File: src/rtl/alu_issue_pkg.sv
// Shared definitions for the ALU issue slice: opcodes, register-file sizing, helpers.
package alu_issue_pkg;

   localparam int unsigned DATA_W    = 32;
   localparam int unsigned NREGS_DEF = 8;

   typedef enum logic [1:0] {
      ALU_OR  = 2'd0,
      ALU_AND = 2'd1,
      ALU_ADD = 2'd2,
      ALU_SUB = 2'd3
   } op_code_e;

   // Index width for a register file of n entries (at least one bit).
   function automatic int unsigned reg_aw(input int unsigned n);
      return (n > 1) ? int'($clog2(n)) : 1;
   endfunction

   localparam int unsigned REG_AW = reg_aw(NREGS_DEF);

endpackage

File: src/rtl/alu_issue_reg_file.sv
// Architectural register file: two combinational read ports, one write port, r0 reads zero.
module reg_file
   import alu_issue_pkg::*;
#(
   parameter  int unsigned NREGS = NREGS_DEF,
   localparam int unsigned AW    = reg_aw(NREGS)
) (
   input  logic              clk,
   input  logic              rst_n,
   input  logic [AW-1:0]     i_ra,
   input  logic [AW-1:0]     i_rb,
   output logic [DATA_W-1:0] o_da,
   output logic [DATA_W-1:0] o_db,
   input  logic              i_we,
   input  logic [AW-1:0]     i_wa,
   input  logic [DATA_W-1:0] i_wd
);

   logic [DATA_W-1:0] r_mem [NREGS];

   logic w_wr_ok;
   assign w_wr_ok = i_we && (i_wa != '0) && (32'(i_wa) < NREGS);

   always_ff @(posedge clk) begin
      if (!rst_n) begin
         for (int i = 0; i < int'(NREGS); i++) r_mem[i] <= '0;
      end else if (w_wr_ok) begin
         r_mem[i_wa] <= i_wd;
      end
   end

   // Index 0 and out-of-range indices read as zero.
   assign o_da = ((i_ra != '0) && (32'(i_ra) < NREGS)) ? r_mem[i_ra] : '0;
   assign o_db = ((i_rb != '0) && (32'(i_rb) < NREGS)) ? r_mem[i_rb] : '0;

endmodule

File: src/rtl/alu_issue.sv
// Two-stage issue/EX front end for an external ALU, with EX->ISSUE forwarding and register preload.
module alu_issue
   import alu_issue_pkg::*;
#(
   parameter  int unsigned NREGS = NREGS_DEF,
   localparam int unsigned AW    = reg_aw(NREGS)
) (
   input  logic              clk,
   input  logic              rst_n,
   input  logic              in_valid_i,
   output logic              in_ready_o,
   input  op_code_e          in_op_i,
   input  logic [AW-1:0]     in_rd_i,
   input  logic [AW-1:0]     in_rs_i,
   input  logic [AW-1:0]     in_rt_i,
   input  logic              ld_valid_i,
   input  logic [AW-1:0]     ld_rd_i,
   input  logic [DATA_W-1:0] ld_data_i,
   output logic              ld_ready_o,
   output logic [DATA_W-1:0] alu_rs_o,
   output logic [DATA_W-1:0] alu_rt_o,
   output op_code_e          alu_op_o,
   input  logic [DATA_W-1:0] alu_result_i,
   input  logic              alu_zero_i,
   output logic              wb_valid_o,
   output logic [AW-1:0]     wb_rd_o,
   output logic [DATA_W-1:0] wb_data_o,
   output logic              zero_flag_o
);

   logic          r_ex_valid;
   logic [AW-1:0] r_ex_rd;

   logic              w_accept;
   logic              w_fwd_rs;
   logic              w_fwd_rt;
   logic [DATA_W-1:0] w_rf_rs;
   logic [DATA_W-1:0] w_rf_rt;
   logic [DATA_W-1:0] w_opnd_rs;
   logic [DATA_W-1:0] w_opnd_rt;
   logic              w_we;
   logic [AW-1:0]     w_wa;
   logic [DATA_W-1:0] w_wd;

   assign in_ready_o = ~ld_valid_i;
   assign ld_ready_o = ~r_ex_valid;
   assign w_accept   = in_valid_i & in_ready_o;

   // Bypass the retiring result; r0 and out-of-range indices never forward.
   assign w_fwd_rs = r_ex_valid && (r_ex_rd == in_rs_i) && (in_rs_i != '0) && (32'(in_rs_i) < NREGS);
   assign w_fwd_rt = r_ex_valid && (r_ex_rd == in_rt_i) && (in_rt_i != '0) && (32'(in_rt_i) < NREGS);
   assign w_opnd_rs = w_fwd_rs ? alu_result_i : w_rf_rs;
   assign w_opnd_rt = w_fwd_rt ? alu_result_i : w_rf_rt;

   // EX retirement owns the write port; a preload is only accepted when EX is empty.
   assign w_we = r_ex_valid | (ld_valid_i & ld_ready_o);
   assign w_wa = r_ex_valid ? r_ex_rd : ld_rd_i;
   assign w_wd = r_ex_valid ? alu_result_i : ld_data_i;

   reg_file #(.NREGS(NREGS)) u_reg_file (
      .clk   (clk),
      .rst_n (rst_n),
      .i_ra  (in_rs_i),
      .i_rb  (in_rt_i),
      .o_da  (w_rf_rs),
      .o_db  (w_rf_rt),
      .i_we  (w_we),
      .i_wa  (w_wa),
      .i_wd  (w_wd)
   );

   // Issue -> EX stage register.
   always_ff @(posedge clk) begin
      if (!rst_n) begin
         r_ex_valid <= 1'b0;
         r_ex_rd    <= '0;
         alu_rs_o   <= '0;
         alu_rt_o   <= '0;
         alu_op_o   <= ALU_OR;
      end else begin
         r_ex_valid <= w_accept;
         if (w_accept) begin
            r_ex_rd  <= in_rd_i;
            alu_rs_o <= w_opnd_rs;
            alu_rt_o <= w_opnd_rt;
            alu_op_o <= in_op_i;
         end
      end
   end

   // Write-back observation and zero flag of the retiring instruction.
   always_ff @(posedge clk) begin
      if (!rst_n) begin
         wb_valid_o  <= 1'b0;
         wb_rd_o     <= '0;
         wb_data_o   <= '0;
         zero_flag_o <= 1'b0;
      end else begin
         wb_valid_o <= r_ex_valid;
         if (r_ex_valid) begin
            wb_rd_o     <= r_ex_rd;
            wb_data_o   <= alu_result_i;
            zero_flag_o <= alu_zero_i;
         end
      end
   end

endmodule

File: config.mk
export PLATFORM = sky130hd
export DESIGN_NAME = alu_issue
export DESIGN_NICKNAME = d
export VERILOG_FILES = /design/src/rtl/alu_issue_pkg.sv /design/src/rtl/alu_issue_reg_file.sv /design/src/rtl/alu_issue.sv
export SDC_FILE = /design/constraint.sdc
export NUM_CORES = 1
export LEC_CHECK = 0
export CORE_ASPECT_RATIO = 0.8
export CORE_MARGIN = 2
export CORE_UTILIZATION = 45
export DETAILED_ROUTE_END_ITERATION = 16
export PLACE_DENSITY = 0.69
export SLEW_MARGIN = 20
export SYNTH_ARGS = -nofsm -noshare
export SYNTH_HDL_FRONTEND = slang
export SYNTH_HIERARCHICAL = 1
export SYNTH_SLANG_ARGS = --single-unit
File: constraint.sdc
create_clock -name clk -period 7.9 [get_ports clk]
set_input_delay 1.58 -clock clk [delete_from_list [all_inputs] [get_ports clk]]
set_output_delay 1.58 -clock clk [all_outputs]
set_load 0.01 [all_outputs]
== After elaboration in Yosys (flattened, before gate mapping) ==
Memory sizes are Yosys's and may differ from the RTL's.
Index checks and enable logic that the tools add are counted.
Storage, ports and cells
  memories kept: 1
  output and inout bits: 105
  register bits after elaboration: 107
  word-level logic and storage cells: 39
  RAM bits: 256
Memories
  u_reg_file.r_mem: depth 8, bits a word 32, rd ports 2, clocked after Yosys merged registers in 0, write ports 8, line alu_issue_reg_file.sv:19  | logic [DATA_W-1:0] r_mem [NREGS];
Operators by class
  multiplexer cells: 13
  bitwise gates (word level): 5
  reduce and logical (&&, ||, !) cells: 9
  equal/unequal tests: 2
Operators by type and width (number)
  two-way mux 32 bit: 6
  OR reduction 32 bit: 1
  nonzero test 3 bit: 3
  == test 3 bit: 2
  two-way mux 3 bit: 2
  logical AND 1 bit: 5
  two-way mux 1 bit: 5
  AND 1 bit: 2
  NOT 1 bit: 2
  OR 1 bit: 1

== Depth between registers and ports, before layout ==
Gate-level depths: netlist of the first run.
  depth after elaboration: 9
  gate-level depth with buffers: 8

== Cells and area by module ==
The synthesis of the first run kept the hierarchy.
By module, submodules not included
  reg_file: seq. area each 6726.5 µm², area each 12990.0 µm², cells an instance 878, instances 1
  alu_issue: seq. area each 2142.1 µm², area each 4654.5 µm², cells an instance 496, instances 1

== Least setup slack after synthesis of the first run ==
OpenSTA, ideal clock, no wires.
  kind: input-to-reg
  from: input ld_rd_i[2]
  to: memory u_reg_file.r_mem[7][0], enable pin
  buffers on the path: 0
  arrival time: 4405 ps
  stages on the path: 4
  setup slack: 3029 ps
  library setup time: 466 ps
  data required time: 7434 ps
  cells stage by stage: inv_1 o21ai_0 nand2_1 o21ai_0
RTL lines
  from (decl): line alu_issue.sv:17  | input logic [AW-1:0] ld_rd_i,
  to (decl): line alu_issue_reg_file.sv:19

== Worst setup path in the final report of the first run ==
  from: input ld_valid_i
  to: output in_ready_o
On the way
  cells in the longest elaborated chain, start to end: 1
Ends and longest elaborated chain
  from (decl): line alu_issue.sv:16  | input logic ld_valid_i,
  NOT 1 bit: line alu_issue.sv:45  | assign in_ready_o = ~ld_valid_i;
  to (decl): line alu_issue.sv:11  | output logic in_ready_o,
No other way between the ends.

==> results of run 1 <==
power by group:
group	internal, mW	leakage [nW]	switching (mW)	total (mW)
clock network	0.999	0.562	0.685	1.68
logic	0.245	4.07	0.321	0.565
registers	1.93	3.26	0.0481	1.98
stage by stage:
step / instance area [µm²] / utilization (%)
after floorplan: 17640 / -
after global placement: 19590 / 50.96
after detailed placement: 19590 / 50.97
after CTS: 20750 / 54.00
after global routing: 20760 / 54.02
final: 20760 / 54.02
flip-flops by register name (all words and copies together) (netlist names):
register,cells
alu_rs_o,32
alu_rt_o,32
wb_rd_o,3
r_ex_valid,1
wb_valid_o,1
zero_flag_o,1
wb_data_o,32
u_reg_file/r_mem,224
r_ex_rd,3
alu_op_o,2
layout by cell type (no fill, tap or decap), types with 3 or more instances in the layout:
| cell type | count |
|---|---|
| a221oi_2 | 115 |
| mux2_4 | 45 |
| nor2_2 | 6 |
| clkinv_2 | 4 |
| a221oi_1 | 9 |
| o21ai_4 | 6 |
| mux2i_1 | 126 |
| o21a_1 | 64 |
| o21ai_0 | 35 |
| nand2_1 | 82 |
| a311oi_1 | 3 |
| clkbuf_16 | 38 |
| clkdlybuf4s50_1 | 180 |
| mux2_2 | 9 |
| clkinv_1 | 5 |
| a21boi_0 | 27 |
| inv_1 | 36 |
| a21boi_1 | 13 |
| bufinv_16 | 3 |
| edfxtp_1 | 224 |
| o221a_1 | 63 |
| mux2_1 | 10 |
| nand2b_1 | 8 |
| and2_1 | 226 |
| dfxtp_1 | 106 |
| clkbuf_1 | 11 |
| nor2b_4 | 6 |
| nor2b_1 | 4 |
| buf_2 | 4 |
| a211oi_1 | 3 |
| buf_4 | 32 |
cells by family after synthesis:
kind of cell / share of synthesized area [%]
AND/OR/NAND/NOR: 11.25
flip-flops: 50.26
multiplexers: 12.19
AO/OA/AOI/OAI: 20.53
buffers and inverters: 5.666
XOR/XNOR: 0.09929
cell type report:
class / instances / area share, %
timing repair buffer: 217 / 9.985
tap: 495 / 2.983
inverter: 38 / 0.6870
multi-input combinational: 882 / 38.02
clock inverter: 14 / 0.6930
clock buffer: 51 / 4.911
sequential: 331 / 42.72
metal layers:
| metal | GRT usage (%) | wire, µm | up-vias |
|---|---|---|---|
| met1 | 35.31 | 23170 | 6098 |
| li1 | - | - | 5493 |
| met3 | 3.431 | 3039 | 85 |
| met4 | 8.185 | 1400 | 0 |
| met2 | 40.68 | 24420 | 456 |
| met5 | 0 | 0 | - |
worst reg2reg max path: stages, from the launching register on:
cell and delay [ps]:
dfxtp_2 330, buf_4 630, nand2_1 370, o21ai_0 360, nand2b_1 330, nor2_2 890
buf_4 400, and2_1 170
worst paths after layout:
| path | startpoint | slack (ps) | to | depth (start not counted) |
|---|---|---|---|---|
| hold / removal | alu_op_o[1] | 460 | alu_op_o[1] | 2 |
| hold reg to reg | alu_op_o[1] | 460 | alu_op_o[1] | 2 |
| setup reg to reg | r_ex_valid | 4280 | u_reg_file/r_mem[1][24] | 7 |
| setup / recovery | ld_valid_i | 3610 | in_ready_o | 3 |
==> impl_metrics.yaml, run 1 <==
status:
  status: "complete, no violations"
floorplanning:
  dieArea_um2: 40820
  fp-row-count: 64
  coreArea_um2: 38440
  die_w_um: 225.4
  die_h_um: 181.1
  start_util_pct: 45.90
  io_pins: 188
placed_design:
  port_buffers: 187
  dp_cells: 1963
  gp_congestion: 0.7903
  dpl_worst_slack_ps: 3125
  hpwl_um: 31700
cts:
  clk_pin_slew_ps: 60
  cts-resized-gates: 0
  cts_buffers: 37
  htreeDepth: 2
  cts_tree: "done"
  cts_hold_buffers: 0
  cts_root_buf: "clkbuf_16"
  worstSkewPairLatency_ps: 520
  clockBufferDepth: 3
  cts_setup_buffers: 0
  cts_sinks: 331
final_layout:
  area.growth.synth_to_final_pct: 17.68
  fill_cells: 3185
  layoutNonFillerInstCount: 2028
  antennaDiodeCount: 0
  final_nets: 1590
  ff_latch_area_um2: 8870
  multi_input_area_um2: 7895
  drive_above_1_share_pct: 18.66
synth:
  synthTopCellsByArea: "edfxtp_1 38%, dfxtp_1 12%, a221oi_2 9.8%"
  ys_warn_count: 6
  yosysTopAreaCell: "edfxtp_1"
  yosysSeqAreaShare_pct: 50.26
  ys_types: 49
  ys_top_cells_by_count: "227 x and2_1, 224 x edfxtp_1, 126 x mux2i_1"
  synth-main-ff-cell: "edfxtp_1"
  avgSynthCellArea_um2: 12.84
  yosysTopAreaCellShare_pct: 38.12
  netlist_area_um2: 17640
  syn-num-nets: 1457
  ys_ff_latch: 331
  synth-async-reset-ratio_pct: 0
  synth-edff-count: 224
  synth.most_common_cell: "and2_1"
  synth_cells: 1374
grt:
  antenna_found_initial: 0
  grt_pass1_vias: 12280
  track_usage_pct: 25.29
  grt_start_max_net_pins: 80
  grt_overflow: 0
  grt_pass1_wl_um: 77910
timing:
  setup_viol_count_final: 0
  fmax_ghz: 0.2330
  finClkSkew_ps: 12.17
  period_share_pct: 54.34
  fin_crit_ps: 4293
  holdWs_ps: 457.3
  fin_tns_setup_ps: 0
  rsz0062_at_grt: "no"
  slew_viol_final: 0
  finalHoldViolations: 0
  slew_headroom_pct: 27.79
  layout_setup_ws_ps: 3607
  tightest_slew_ps: 1082
drt:
  post_drt_wl_per_cell_um: 25.66
  vias_per_cell: 5.982
  vias: 12130
  drt_iter0_markers: 1044
  drc: 0
  routed_wl_um: 52030
  dr.pass1.iters: 5
  ant_nets: 0
setup_path:
  crit_chain: "clkdlybuf4s50_1 -> inv_1 -> clkdlybuf4s50_1"
  startpoint_type: "input port"
  cp_slowest_stage_delay_ps: 540
  crit_fanout: 3
  cp.buffers_inverters: 3
  cp_data_arrival_time_ps: 2710
  critical_path.slowest_cell: "clkdlybuf4s50_1"
  path_class: "input port to output port"
  crit_family: "buffers and inverters"
  end_kind: "output port"
  cp_common_cell: "clkdlybuf4s50_1"
  required_ps: 6320
worst_hold_path:
  min_path_type: "flip-flop to flip-flop"
power:
  p_leak_nw: 7.889
  ir_drop_mv: 0.1369
  design_power_total_mw: 4.227
  powerDensity_nw_per_um2: 203.6
flow_run:
  maxCapViolations: 0
Note: power is estimated with default switching activity, not from simulation.
==> run 2: changes to the inputs <==
--- a/config.mk
+++ b/config.mk
@@ -9,7 +9,7 @@
 export CORE_MARGIN = 2
 export CORE_UTILIZATION = 45
 export DETAILED_ROUTE_END_ITERATION = 16
-export PLACE_DENSITY = 0.69
+export PLACE_DENSITY = 0.71
 export SLEW_MARGIN = 20
 export SYNTH_ARGS = -nofsm -noshare
 export SYNTH_HDL_FRONTEND = slang
==> constraint.sdc (replaced) <==
create_clock -name clk -period 3.7 [get_ports clk]
set_input_delay 0.74 -clock clk [delete_from_list [all_inputs] [get_ports clk]]
set_output_delay 0.74 -clock clk [all_outputs]
set_load 0.01 [all_outputs]
==> impl_metrics.yaml, run 2 (same netlist as run 1, synthesis figures left out) <==
floorplanning:
  fp-row-count: 64
  io_pins: 188
  start_util_pct: 45.90
  die_h_um: 181.1
  die_w_um: 225.4
  coreArea_um2: 38440
  dieArea_um2: 40820
status:
  status: "complete, no violations"
cts:
  clk_pin_slew_ps: 60
  cts_hold_buffers: 0
  cts_root_buf: "clkbuf_16"
  cts-resized-gates: 0
  cts_buffers: 36
  cts_tree: "done"
  htreeDepth: 2
  clockBufferDepth: 3
  worstSkewPairLatency_ps: 530
  cts_sinks: 331
  cts_setup_buffers: 0
setup_path:
  startpoint_type: "flip-flop"
  crit_fanout: 36
  path_class: "flip-flop to output port"
  cp_data_arrival_time_ps: 2140
  required_ps: 2960
  end_kind: "output port"
power:
  p_sw_mw: 2.257
  design_power_total_mw: 8.927
  pwr-share-comb_pct: 14.1
  seqPwrFrac_pct: 47.3
  p_int_mw: 6.670
  clock_power_share_pct: 38.6
  p_sw_share_pct: 25.28
  ir_drop_mv: 0.2414
  p_leak_nw: 8.035
  powerDensity_nw_per_um2: 424.5
drt:
  post_drt_wl_per_cell_um: 25.86
  vias: 12470
  dr.pass1.iters: 5
  routed_wl_um: 53190
  drt_iter0_markers: 1141
  drc: 0
  ant_nets: 0
  vias_per_cell: 6.061
grt:
  grt_pass1_wl_um: 79440
  antenna_found_initial: 2
  track_usage_pct: 25.90
  grt_start_max_net_pins: 71
  grt_pass1_vias: 12700
  grt_overflow: 0
placed_design:
  hpwl_um: 33920
  dpl_worst_slack_ps: 489.1
  port_buffers: 187
  gp_congestion: 0.8481
timing:
  finClkSkew_ps: 14.05
  slew_headroom_pct: 30.18
  tightest_slew_ps: 1036
  period_share_pct: 77.75
  rsz0062_at_grt: "no"
  fin_crit_ps: 2877
  slew_viol_final: 0
  fin_tns_setup_ps: 0
  layout_setup_ws_ps: 823.2
  setup_viol_count_final: 0
  fmax_ghz: 0.3476
  finalHoldViolations: 0
final_layout:
  drive_above_1_share_pct: 19.94
  regMostFlops: "u_reg_file/r_mem"
  area.growth.synth_to_final_pct: 19.19
  largest_reg_flops: 224
  final_common_cell: "and2_1"
  most-common-layout-cells: "226 x and2_1, 224 x edfxtp_1, 180 x clkdlybuf4s50_1"
  final_nets: 1617
worst_hold_path:
  min_path_type: "flip-flop to flip-flop"
flow_run:
  maxCapViolations: 0
==> run 2: cell types whose count changed in the layout (fill, tap and decap cells not counted), sizes merged <==
| cell | previous run | this run |
|---|---|---|
| diode | 0 | 2 |
| buf | 37 | 65 |
| bufinv | 3 | 2 |
| clkinvlp | 2 | 0 |
| clkinv | 9 | 11 |
==> run 2: power by group through the flow <==
stage | clock (mW) | combinational (mW) | sequential [mW]
detailed placement | 0 | 1.24 | 4.30
global placement | 0 | 1.23 | 4.29
finish | 3.45 | 1.26 | 4.22
floorplan | 0 | 0.727 | 4.30
CTS | 3.51 | 1.25 | 4.22
global route | 3.65 | 1.32 | 4.24
==> run 2: worst paths after layout <==
kind	from	end	slack [ps]	cells past startpoint
max	r_ex_valid	ld_ready_o	820	3
max reg2reg	r_ex_valid	u_reg_file/r_mem[4][7]	1060	7
min	alu_op_o[1]	alu_op_o[1]	460	2
min reg2reg	alu_op_o[1]	alu_op_o[1]	460	2
==> run 2: metrics by stage <==
| step | hold WS (ps) | utilization, % | area [µm²] | instances |
|---|---|---|---|---|
| global route | 483.1 | 54.71 | 21030 | 2057 |
| CTS | 459.2 | 54.70 | 21030 | 2055 |
| floorplan | 460.2 | - | 17640 | 1374 |
| detailed placement | 450.7 | 51.85 | 19930 | 1991 |
| finish | 457.6 | 54.71 | 21030 | 2057 |
| global placement | 443.3 | 51.85 | 19930 | 1991 |
==> run 2: cell type report <==
type / instances / area [µm²]
well taps: 495 / 619.3
diodes: 2 / 5.005
repair buffers: 245 / 2400
fillers: 3218 / 17410
inverters: 38 / 142.6
flip-flops and latches: 331 / 8870
multi-input cells: 882 / 7896
clock buffers: 51 / 988.4
clock inverters: 13 / 108.9
==> run 2: worst max-delay path, cell delays in order, from the launching register on <==
cell and delay [ps]:
dfxtp_2 430, inv_2 90, buf_4 450, clkdlybuf4s50_1 640
==> run 2: layer usage <==
metal  up-vias  wire, µm  track usage, %  share of wire, %
li1       5530         -               -                 -
met1      6338     23070           35.63                43
met2       498     24940           41.85                47
met3       101      3657           3.838               6.9
met4         0      1528           8.768               2.9
met5         -         0               0                 0
==> RTL change 1 (settings of run 2) <==
`DATA_W`: 32 -> 16.
--- a/src/rtl/alu_issue_pkg.sv
+++ b/src/rtl/alu_issue_pkg.sv
@@ -3,3 +3,3 @@
 
-   localparam int unsigned DATA_W    = 32;
+   localparam int unsigned DATA_W    = 16;
    localparam int unsigned NREGS_DEF = 8;
Interface: changed (5 resized); port bits go from 188 to 108. No check against the original RTL was run, so the function may have changed too.
==> RTL change 1 against run 2 <==
  * Largest power group unchanged
  * Non-clock buffer count shrank 104
  * Count of clock-buffer cells in the layout fell by 33
  * Largest cell class unchanged
  * Register-to-register slack better by 0.04 ns
  * Design area down 48%
  * Wire length is 51% lower
  * Area after synthesis down 49%
  * Worst setup slack got worse by 0.054 ns
  * Total power down 47%
  * Clock skew down 0.0080 ns
  * Sequential power shrank 49%
  * Highest routed layer unchanged
  * Die area shrank 48%
  * Sequential cell count shrank 160
==> RTL change 1: results (changes against run 2) <==
| Metric | Value |
|---|---|
| Status | `finished, final reports clean` |
| Vias in the first global route | `6576 (-48%)` |
| Clk buf depth | `2 (-1)` |
| R2r setup slk | `1.10 ns (+0.04 ns)` |
| Largest net degree at the start of global routing | `55 (-23%)` |
| Synth top cells by count | `and2_1 (114), edfxtp_1 (112), dfxtp_1 (59)` |
| Post-synth cell types | `43 (-12%)` |
| Htree depth | `4 (+2)` |
| RR Endpoint | `u_reg_file/r_mem[6][9]` |
| P_leak | `4.00 nW (-50%)` |
| Total CTS buffers | `17 (-53%)` |
| Post-synth EDFFs | `112 (-50%)` |
| Hold Crit Depth | `2 (unchanged)` |
| Share of layout cells above drive strength 1 | `15.0% (-4.9 points)` |
| Routability cong. | `0.860 (+1.4%)` |
| Synth top area cells | `edfxtp_1 (37%), dfxtp_1 (13%), and2_1 (7.9%), o221a_1 (3.9%), mux2i_1 (3.7%)` |
| Switch share | `24.9% (-0.35 points)` |
| Reg2reg path depth | `5 (-2)` |
| DR iter-0 viols | `573 (-50%)` |
| Router iterations before antenna repair | `6 (+1)` |
| Initial antenna violation count | `0 (-2)` |
| First-pass GRT wire length | `38.9 mm (-51%)` |
| Least-Margin Pin Slew | `1.02 ns (-0.0190 ns)` |
| Worst VDD drop | `0.000236 V (-2.4%)` |
| Worst-Skew Late Latency | `0.43 ns (-0.10 ns)` |
| Seq/Total Area, Yosys | `50.3% (about the same)` |
| Vias per inst | `5.89 (-2.8%)` |
| Diodes inserted | `0 (-2)` |
| Post-Route WL | `25.9 mm (-51%)` |
| Synth Net Count | `816 (-44%)` |
| Hpwl dp | `17.4 mm (-49%)` |
| Number of flip-flops in the largest register | `112 (-50%)` |
| Port Buffers | `107 (-43%)` |
| Synth Instances | `765 (-44%)` |
| # nets final | `912 (-44%)` |
| Placed Area | `10300 um^2 (-48%)` |
| Total global-route track usage | `24.6% (-1.3 points)` |
| Clk slew on worst S/H paths | `0.07 ns` |
| Worst EP arrival | `2.19 ns (+0.05 ns)` |
| Clk_skew | `0.00610 ns (-0.00796 ns)` |
| Critical Path Max Stage Delay | `0.67 ns (+0.03 ns)` |
| Register area | `4540 um^2 (-49%)` |
| DR WL/cell | `22.7 um (-12%)` |
-- RTL change 1: cell families after synthesis --
kind of cell | Yosys count | synth area share, %
xor gates and xnor gates | 2 | 0.194
DFF | 171 | 50.3
buffers and inverters | 86 | 5.99
and+or+nand+nor | 226 | 14.9
muxes | 65 | 8.09
AOI/OAI and AO/OA | 215 | 20.5
-- RTL change 1: final cells by class --
class / count / area share, %
Inverter: 22 / 0.759
Sequential cell: 171 / 41.7
Clock buffer: 18 / 3.94
Tap cell: 264 / 3.03
Clock inverter: 14 / 1.77
Timing Repair Buffer: 141 / 12.4
Multi-Input combinational cell: 508 / 36.3
-- RTL change 1: through the flow --
stage / hold slack [ns] / setup WS [ns]
after floorplan: 0.469 / 0.686
after global placement: 0.450 / 0.829
after detailed placement: 0.458 / 0.788
after CTS: 0.466 / 0.782
after global routing: 0.498 / 0.661
final: 0.464 / 0.769
-- RTL change 1: routing by layer --
metal / GRT usage (%) / up-vias / routed length [um]
met4: 8.75 / 0 / 674
met2: 38.6 / 246 / 11800
li1: - / 3083 / -
met3: 4.45 / 47 / 1550
met1: 34.5 / 3325 / 11900
met5: 0 / - / 0
-- RTL change 1: power groups by stage --
| stage | logic, mW | clock network, mW | registers (mW) |
|---|---|---|---|
| 6_report | 0.616 | 1.91 | 2.17 |
| 5_1_grt | 0.657 | 2.00 | 2.18 |
| 4_1_cts | 0.613 | 1.93 | 2.17 |
| 3_5_place_dp | 0.609 | 0 | 2.21 |
| 3_3_place_gp | 0.602 | 0 | 2.21 |
| 2_1_floorplan | 0.345 | 0 | 2.21 |
-- RTL change 1: tightest hold or removal path, cell delays in order, from the launching register on --
cell and delay (ns):
dfxtp_1 0.31, nand2_1 0.04, a21boi_0 0.06
==> RTL change 2 (config.mk and constraints of run 2) <==
Made on the original files. Make the reset (`rst_n`) asynchronous in 3 clocked blocks.
--- a/src/rtl/alu_issue_reg_file.sv
+++ b/src/rtl/alu_issue_reg_file.sv
@@ -23,3 +23,3 @@
 
-   always_ff @(posedge clk) begin
+   always_ff @(posedge clk or negedge rst_n) begin
       if (!rst_n) begin
--- a/src/rtl/alu_issue.sv
+++ b/src/rtl/alu_issue.sv
@@ -72,3 +72,3 @@
    // Issue -> EX stage register.
-   always_ff @(posedge clk) begin
+   always_ff @(posedge clk or negedge rst_n) begin
       if (!rst_n) begin
@@ -91,3 +91,3 @@
    // Write-back observation and zero flag of the retiring instruction.
-   always_ff @(posedge clk) begin
+   always_ff @(posedge clk or negedge rst_n) begin
       if (!rst_n) begin
Behaviour: differs if rst_n is asserted again (counterexample within 4 cycles, from zero or initial values and one cycle with rst_n low); with rst_n held inactive, the same outputs for 4 cycles.
==> RTL change 2 against run 2 <==
  * Via count rose by 6.6%
  * Global-route usage increased by 0.084 points
  * Die area fell by 2.1%
  * Synthesized cell count is 8.6% higher
  * Area after synthesis is 2.2% lower
  * Wire length fell by 2.9%
  * Sequential share of layout area down 2.4 points
  * Sequential cell count is the same
  * Hold slack got worse by 0.21 ns
  * Design area decreased by 0.97%
  * Worst setup slack worse by 0.12 ns
  * Core utilization about the same
  * Largest cell class unchanged
Power is not compared: it rests on default switching activity, and its combinational part moved more than twofold at a synthesized area within 25%.
==> RTL change 2: results (changes against run 2) <==
| Metric | Value |
|---|---|
| Status | `finished, final reports clean` |
| Routed vias | `13300 (+6.6%)` |
| Max FO, Critical Path | `53 (+47%)` |
| Routed met2 length | `23.3 mm (-6.5%)` |
| Worst VDD drop | `0.000315 V` |
| Primary FF master, synth | `dfrtp_1` |
| Share of layout cells above drive strength 1 | `24.7% (+4.7 points)` |
| Routability cong. | `0.835 (-1.5%)` |
| CTS Root Cell | `clkbuf_16` |
| Port Buffers | `187 (unchanged)` |
| Htree depth | `2 (unchanged)` |
| Clk buf depth | `3 (unchanged)` |
| Fillcell total | `3184 (-1.1%)` |
| Post-Route WL | `51.7 mm (-2.9%)` |
| Worst-Skew Late Latency | `0.52 ns` |
| Hold Slack | `0.248 ns (-0.209 ns)` |
| R2r setup slk | `0.70 ns (-0.36 ns)` |
| Synth top cells by count | `dfrtp_1 (331), mux2_2 (242), o21ai_0 (134)` |
| Register bank with the most flops | `u_reg_file/r_mem` |
| Slowest cell on the critical path | `nand4b_4` |
| Router iterations before antenna repair | `6 (+1)` |
| Least-Margin Pin Slew | `1.28 ns (+0.244 ns)` |
| RR Endpoint | `u_reg_file/r_mem[38]` |
| Total global-route track usage | `26.0% (+0.084 points)` |
| Largest net degree at the start of global routing | `97 (+37%)` |
| Asr flop ratio synth | `100% (+100 points)` |
| Min-delay worst type | `in -> async` |
| Critical Path Max Stage Delay | `0.82 ns (+0.18 ns)` |
| Worst EP arrival | `3.40 ns (+1.26 ns)` |
| CP top delay family | `simple AND/OR/NAND/NOR gates` |
| Initial antenna violation count | `1 (-1)` |
| Synth Net Count | `1575 (+8.1%)` |
| Clk slew on worst S/H paths | `0.06 ns (about the same)` |
| Reg2reg path depth | `4 (-3)` |
| FF-to-FF Start | `r_ex_valid` |
| Cells after DPL | `2090 (+5.0%)` |
| P_leak | `~8.9 nW` |
| Routed length on met3 | `4.02 mm (+10%)` |
| Metal1 wirelength | `22.9 mm (-0.54%)` |
| First-pass GRT wire length | `80.1 mm (+0.78%)` |
| Yosys warnings | `6 (unchanged)` |
| Seq/Total Area, Yosys | `48.0% (-2.3 points)` |
| Post-synth cell types | `38 (-22%)` |
| Vias per inst | `6.16 (+1.6%)` |
| # nets final | `1719 (+6.3%)` |
| Synth Instances | `1492 (+8.6%)` |
| DR iter-0 viols | `1143 (+0.18%)` |
| Clk_skew | `0.0183 ns (+0.00427 ns)` |
| Hpwl dp | `32.4 mm (-4.4%)` |
| Setup Fix Bufs, Post-CTS | `0 (unchanged)` |
| Total CTS buffers | `37 (+2.8%)` |
| Synth top area cells | `dfrtp_1 (48%), mux2_2 (16%), mux2i_1 (7.4%), a221oi_1 (6.3%), o21ai_0 (3.9%)` |
==> RTL change 2: kinds of logic (layout without fill, tap and decap cells) <==
family	after synthesis	count (layout)	synth area share, %
AOI/OAI and AO/OA	331	331	12.9
xor gates and xnor gates	4	4	0.290
buffers and inverters	214	384	6.36
DFF	331	331	48.0
muxes	422	422	27.2
other	0	1	0
and+or+nand+nor	190	190	5.26
==> RTL change 2: worst max-delay path by stage <==
stage | from | endpoint | slack [ns] | cells past startpoint
floorplan | r_ex_valid | u_reg_file/r_mem[170] | 1.37 | 10
global placement | ld_rd_i[0] | u_reg_file/r_mem[38] | 0.47 | 6
detailed placement | ld_rd_i[0] | u_reg_file/r_mem[38] | 0.48 | 6
CTS | r_ex_valid | u_reg_file/r_mem[38] | 0.77 | 5
global route | r_ex_valid | u_reg_file/r_mem[38] | 0.62 | 5
finish | r_ex_valid | u_reg_file/r_mem[38] | 0.70 | 4
==> RTL change 2: metrics by stage <==
step | total power, mW | worst slack, ns | utilization (%) | cell area, um^2
floorplan | 7.67 | 1.37 | - | 17300
global placement | 8.88 | 0.473 | 51.3 | 19500
detailed placement | 9.06 | 0.482 | 51.3 | 19500
CTS | 12.9 | 0.765 | 54.6 | 20800
global route | 13.5 | 0.621 | 54.8 | 20800
finish | 12.9 | 0.699 | 54.8 | 20800
==> RTL change 2: cell type report <==
type	count	area, um^2	share of cell area, %
tap	495	619	2.97
antenna	1	2.50	0.0120
sequential	331	8290	39.8
inverter	73	274	1.32
clock buffer	56	1120	5.36
multi-input combinational	947	7950	38.2
timing repair buffer	246	2450	11.8
clock inverter	9	129	0.619
==> RTL change 2: metal layers <==
layer / up-vias / global-route usage (%)
met4: 0 / 9.48
li1: 5819 / -
met3: 99 / 5.65
met2: 577 / 40.1
met5: - / 0
met1: 6794 / 36.1
==> RTL change 2: where the power goes <==
group / internal (mW) / switching [mW] / leakage [nW]
clock: 2.29 / 1.48 / 0.609
combinational: 1.98 / 1.54 / 4.32
sequential: 4.73 / 0.851 / 3.94
total: 9.00 / 3.87 / 8.87
